`src/rtl/cpu_defs.sv`:
```
// rtl/cpu_defs.sv - shared widths, halt encoding and fetch state type for the CPU
package cpu_defs;

  localparam int unsigned WORD_W      = 32;
  localparam int unsigned INSTR_BYTES = 4;

  localparam logic [WORD_W-1:0] DEFAULT_HALT_WORD = 32'hFFFF_FFFF;

  // The unused 2'd3 encoding is folded back to BOOT by the fetch FSM.
  typedef enum logic [1:0] {
    FETCH_BOOT = 2'd0,
    FETCH_RUN  = 2'd1,
    FETCH_HALT = 2'd2
  } fetch_state_e;

  function automatic logic [WORD_W-1:0] word_align(input logic [WORD_W-1:0] addr);
    return {addr[WORD_W-1:2], 2'b00};
  endfunction

endpackage

```
`src/rtl/instruction_fetch_if.sv`:
```
// rtl/instruction_fetch_if.sv - pc-to-instruction port between fetch and instructionMemory
interface instruction_fetch_if;
  import cpu_defs::*;

  logic [WORD_W-1:0] pc_out;
  logic [WORD_W-1:0] instruction_in;

  modport master (output pc_out, input  instruction_in);
  modport slave  (input  pc_out, output instruction_in);

endinterface

```
`src/rtl/instruction_fetch_pc_register.sv`:
```
// rtl/instruction_fetch_pc_register.sv - program counter with async active-low reset and load enable
module pc_register
  import cpu_defs::*;
#(
  parameter logic [WORD_W-1:0] RESET_PC = 32'h0000_0000
) (
  input  logic              clk,
  input  logic              rst_n,
  input  logic              load_i,
  input  logic [WORD_W-1:0] pc_d_i,
  output logic [WORD_W-1:0] pc_q_o
);

  logic [WORD_W-1:0] pc_q;

  always_ff @(posedge clk or negedge rst_n) begin
    if (!rst_n) begin
      pc_q <= RESET_PC;
    end else if (load_i) begin
      pc_q <= pc_d_i;
    end
  end

  assign pc_q_o = pc_q;

endmodule

```
`src/rtl/instruction_fetch.sv`:
```
// rtl/instruction_fetch.sv - fetch stage: PC ownership, instruction register, stall/redirect/halt control
module instruction_fetch
  import cpu_defs::*;
#(
  parameter logic [WORD_W-1:0] RESET_PC  = 32'h0000_0000,
  parameter logic [WORD_W-1:0] HALT_WORD = DEFAULT_HALT_WORD
) (
  input  logic                clk,
  input  logic                rst,
  input  logic                stall,
  input  logic                redirect,
  input  logic [WORD_W-1:0]   redirect_pc,
  instruction_fetch_if.master imem,
  output logic [WORD_W-1:0]   if_instruction,
  output logic [WORD_W-1:0]   if_pc,
  output logic [WORD_W-1:0]   if_pc_plus4,
  output logic                if_valid,
  output logic                halted,
  output logic [15:0]         fetch_count
);

  fetch_state_e      state_q, state_d;
  logic [WORD_W-1:0] pc_q, pc_d;
  logic              pc_load;
  logic [WORD_W-1:0] instr_q, instr_d;
  logic [WORD_W-1:0] if_pc_q, if_pc_d;
  logic              valid_q, valid_d;
  logic              halted_q, halted_d;
  logic [15:0]       count_q, count_d;

  pc_register #(
    .RESET_PC (RESET_PC)
  ) u_pc_register (
    .clk    (clk),
    .rst_n  (rst),
    .load_i (pc_load),
    .pc_d_i (pc_d),
    .pc_q_o (pc_q)
  );

  always_ff @(posedge clk or negedge rst) begin
    if (!rst) begin
      state_q  <= FETCH_BOOT;
      instr_q  <= '0;
      if_pc_q  <= '0;
      valid_q  <= 1'b0;
      halted_q <= 1'b0;
      count_q  <= '0;
    end else begin
      state_q  <= state_d;
      instr_q  <= instr_d;
      if_pc_q  <= if_pc_d;
      valid_q  <= valid_d;
      halted_q <= halted_d;
      count_q  <= count_d;
    end
  end

  always_comb begin
    state_d  = state_q;
    pc_load  = 1'b0;
    pc_d     = pc_q;
    instr_d  = instr_q;
    if_pc_d  = if_pc_q;
    valid_d  = valid_q;
    halted_d = halted_q;
    count_d  = count_q;

    case (state_q)
      FETCH_BOOT: begin
        state_d = FETCH_RUN;
        if (redirect) begin
          pc_load = 1'b1;
          pc_d    = word_align(redirect_pc);
        end
      end

      // Redirect beats stall; the flushed slot keeps the old if_instruction/if_pc.
      FETCH_RUN: begin
        if (redirect) begin
          pc_load = 1'b1;
          pc_d    = word_align(redirect_pc);
          valid_d = 1'b0;
        end else if (stall) begin
          pc_load = 1'b0;
        end else if (imem.instruction_in != HALT_WORD) begin
          instr_d = imem.instruction_in;
          if_pc_d = pc_q;
          valid_d = 1'b1;
          pc_load = 1'b1;
          pc_d    = pc_q + WORD_W'(INSTR_BYTES);
          count_d = count_q + 16'd1;
        end else begin
          state_d  = FETCH_HALT;
          valid_d  = 1'b0;
          halted_d = 1'b1;
        end
      end

      FETCH_HALT: begin
        valid_d  = 1'b0;
        halted_d = 1'b1;
        if (redirect) begin
          pc_load  = 1'b1;
          pc_d     = word_align(redirect_pc);
          halted_d = 1'b0;
          state_d  = FETCH_RUN;
        end
      end

      default: begin
        state_d = FETCH_BOOT;
      end
    endcase
  end

  assign imem.pc_out    = pc_q;
  assign if_instruction = instr_q;
  assign if_pc          = if_pc_q;
  assign if_pc_plus4    = if_pc_q + WORD_W'(INSTR_BYTES);
  assign if_valid       = valid_q;
  assign halted         = halted_q;
  assign fetch_count    = count_q;

endmodule
```
`src/flat_wrapper.sv`:
```
// flat-port wrapper written by rule: the top's interface ports become plain ports
module instruction_fetch_flat import cpu_defs::*;
#(
  parameter logic [WORD_W-1:0] RESET_PC  = 32'h0000_0000,
  parameter logic [WORD_W-1:0] HALT_WORD = DEFAULT_HALT_WORD
)
  (clk, rst, stall, redirect, redirect_pc, if_instruction, if_pc, if_pc_plus4, if_valid, halted, fetch_count, imem_pc_out, imem_instruction_in);
  instruction_fetch_if imem_i ();
  input  logic clk;
  input  logic rst;
  input  logic stall;
  input  logic redirect;
  input  logic [WORD_W-1:0] redirect_pc;
  output logic [WORD_W-1:0] if_instruction;
  output logic [WORD_W-1:0] if_pc;
  output logic [WORD_W-1:0] if_pc_plus4;
  output logic if_valid;
  output logic halted;
  output logic [15:0] fetch_count;
  output wire logic [$bits(imem_i.pc_out)-1:0] imem_pc_out;
  input wire logic [$bits(imem_i.instruction_in)-1:0] imem_instruction_in;
  assign imem_pc_out = imem_i.pc_out;
  assign imem_i.instruction_in = imem_instruction_in;
  instruction_fetch #(.RESET_PC(RESET_PC), .HALT_WORD(HALT_WORD)) u_core (.clk(clk), .rst(rst), .stall(stall), .redirect(redirect), .redirect_pc(redirect_pc), .imem(imem_i), .if_instruction(if_instruction), .if_pc(if_pc), .if_pc_plus4(if_pc_plus4), .if_valid(if_valid), .halted(halted), .fetch_count(fetch_count));
endmodule
```
`config.mk`:
```
export PLATFORM = sky130hd
export DESIGN_NAME = instruction_fetch_flat
export DESIGN_NICKNAME = d
export VERILOG_FILES = /design/src/rtl/cpu_defs.sv /design/src/rtl/instruction_fetch_if.sv /design/src/rtl/instruction_fetch_pc_register.sv /design/src/rtl/instruction_fetch.sv /design/src/flat_wrapper.sv
export SDC_FILE = /design/constraint.sdc
export NUM_CORES = 1
export LEC_CHECK = 0
export CAP_MARGIN = 20
export CORE_UTILIZATION = 45
export CTS_BUF_LIST = sky130_fd_sc_hd__clkbuf_2
export DETAILED_ROUTE_END_ITERATION = 6
export PLACE_DENSITY = 0.85
export SLEW_MARGIN = 20
export SYNTH_ARGS = -nofsm -noshare
export SYNTH_HDL_FRONTEND = slang
export SYNTH_HIERARCHICAL = 1
export SYNTH_SLANG_ARGS = --single-unit
```
`constraint.sdc`:
```
create_clock -name clk -period 2.1 [get_ports clk]
set_input_delay 0.315 -clock clk [delete_from_list [all_inputs] [get_ports clk]]
set_output_delay 0.315 -clock clk [all_outputs]
set_load 0.02 [all_outputs]
```
==> results.md <==
* Outcome: finished, violations left
* Failing checks: negative setup slack
* Via count of the first global-routing pass at 6,828
* Leak at 5.16 nW
* All-Layer GR Usage at 27.8%
* Fillers at 1,088
* Finished Cell Area at 11,100 sq um
* DRC violations left at 0
* Hold_ws at 64.0 ps
* H-tree levels at 4
* Post-Syn Area at 7190 sq um
* Total Nets Final at 1,055
* I/O Buffers at 211
* CTS tree: done
* Core area at 15,400 sq um
* Min Tclk post-route at 2660 ps
* Chip Height at 128 um
* Gr ovfl total at 0
* Root buffer cell: clkbuf_2
* Via Count at 6,993
* Fin cells at 1,208
* HPWL after detailed placement at 16.4 mm
* Worst skew pair latency at 730 ps
* WL final at 22.9 mm
* R2R Setup Slk at -20 ps
* Placed Cells at 1,155
* Synth warn at 6
* Final-report max-slew violation count at 0
* Placer Congestion at 0.908
* Final hold viol count at 0
* Post-synthesis sequential area ratio at 40.4%
* Required time worst endpoint at 1780 ps
* Post-place setup slack at -508 ps
* RR Startpoint: u_core/state_q[1]$_DFFE_PN0P_
* Critical path startpoint category: flip-flop
* CTS Buf Count at 17
* Distinct cell type count after synthesis at 68
* Hold Path Class: input pin to async pin
* Largest net degree at the start of global routing at 45
* Drt first pass iters at 6
* Final-report setup violation count at 25
* DRT iter0 DRCs at 487
* CP startpoint: u_core/if_pc[11]$_DFFE_PN0P_
* Diodes inserted at 0
* Clk sink count at 116
* Crit path DAT at 2350 ps
* Relative slew slack at 64.7%
* Share of layout cells above drive strength 1 at 39.0%
* Mapped Nets at 732
* Final worst slack at -563 ps
* Worst-Margin Slew at 529 ps
* Top FF cell, synth: dfrtp_1
* Layout Area Growth over Synthesis at 53.9%
* Num ports at 214
* Async S/R FF share, synth at 100%
* Setup CP Type: flip-flop to output pin
* Share of the synthesized area in the top cell type at 40.4%
* Detailed-route wire length per cell at 19.0 um
* Reg2Reg Depth at 8
* Leading area contributor after synthesis: dfrtp_1
* R2r endpoint: u_core/u_pc_register/pc_q_o[25]$_DFFE_PN0P_
* Rows at 45
* Crit. End Element: output pin
* Sequential Area at 2930 sq um
* Post-synth EDFFs at 0
* First-pass GRT wire length at 35.6 mm
* Synth Instances at 661
* F_max at 0.376 GHz
* Setup TNS at -10,510 ps
* Post-detailed-route count of antenna-violating nets at 0
* Max Cap Violations at 0
* CTS clk-pin slew, worst paths at 200 ps
* Vias per cell at 5.79
* Worst vdd ir at 0.000455 V
* Most frequent cell after synthesis: dfrtp_1
* Post-placement cell area at 10,400 sq um
* Pwr Total at 8.29 mW
* Syn Area/Cell at 10.9 sq um
* CTS max path bufs at 2
* Final Skew at 45.7 ps
* RSZ-0062 raised after global routing: yes
* Top cells by count, synth: dfrtp_1, mux2_2, nand2_1, xnor2_1, mux2_4
* FF+latch count, synth at 116
* Die area at 16,500 sq um
* Initial Utilization at 46.8%
* PwrDens at 750 nW/um^2
* Fin crit share at 127%
* Crit path to: if_pc_plus4[27]
* Antenna violations before repair at 0
* Fin util at 72.0%
* Multi-input gate area at 4360 sq um
* Die X at 128 um
* Top cells by area, synth: dfrtp_1, mux2_2, mux2_4, xnor2_1, mux2_1
* Crit-path max FO at 5
==> flip-flops by register name, indices dropped and copies added (netlist names) <==
register	count
u_core/u_pc_register/pc_q_o	32
u_core/if_pc	32
u_core/halted	1
u_core/if_instruction	32
u_core/fetch_count	16
u_core/if_valid	1
u_core/state_q	2
==> logic make-up (layout without fill, tap and decap cells) <==
| family | count (synthesis) | in the layout | synth area share (%) |
|---|---|---|---|
| muxes | 111 | 111 | 18.9 |
| buffers and inverters | 63 | 399 | 4.98 |
| adders and majority gates | 3 | 3 | 0.522 |
| xor gates and xnor gates | 47 | 47 | 5.73 |
| AOI/OAI and AO/OA | 135 | 135 | 14.8 |
| and+or+nand+nor | 186 | 186 | 14.7 |
| DFF | 116 | 116 | 40.4 |
==> layout by cell type (no fill, tap or decap), drive strengths merged, types with 23 or more instances in the layout <==
master / n
buf: 172
nand3: 24
nand2: 37
o21ai: 28
xnor2: 36
dfrtp: 116
nand4: 28
mux2: 106
clkdlybuf4s50: 67
dlygate4sd2: 90
clkbuf: 23
nor2: 25
==> report_power, final <==
| part | internal (mW) | total, mW | switching [mW] |
|---|---|---|---|
| combinational | 1.85 | 3.83 | 1.99 |
| clock | 0.660 | 1.53 | 0.867 |
| sequential | 2.62 | 2.93 | 0.310 |
==> cell type report <==
type	instances	area share (%)
multi-input cells	482	39.4
well taps	211	2.39
clock buffers	20	0.905
inverters	13	0.441
clock inverters	12	1.24
flip-flops and latches	116	26.4
repair buffers	354	29.2
==> what timing repair did <==
action / in CTS / in global routing
endpoints found under the hold margin: 117 / 0
setup buffers: 6 / 16
resized for setup: 288 / 77
pin swaps: 29 / 23
endpoints found under the setup margin: 128 / 63
hold buffers: 2 / 0
==> worst max-delay path, cell delays in order (launching register included) <==
cell,delay [ps]
dfrtp_2,380
and4_4,230
and4_4,240
and3_4,240
buf_12,150
nand3_4,80
xnor2_2,150
buf_4,170
==> worst min path at each step <==
stage / startpoint / to / slack (ps)
3_3_place_gp: rst / u_core/fetch_count[9]$_DFFE_PN0P_ / 330
2_1_floorplan: rst / u_core/fetch_count[0]$_DFFE_PN0P_ / 20
4_1_cts: rst / u_core/fetch_count[1]$_DFFE_PN0P_ / 40
6_report: rst / u_core/fetch_count[1]$_DFFE_PN0P_ / 60
5_1_grt: rst / u_core/fetch_count[1]$_DFFE_PN0P_ / 60
3_5_place_dp: rst / u_core/fetch_count[9]$_DFFE_PN0P_ / 330
==> layer usage <==
layer  share of wire, %  GRT usage [%]  up-vias  routed length, um
li1                   -              -     3155                  -
met5                  0              0        -                  0
met2                 48           44.9      361              11100
met3                8.5           7.19       45               1960
met4                2.2           11.1        0                515
met1                 41           35.8     3432               9340
Note: power is estimated with default switching activity, not from simulation.
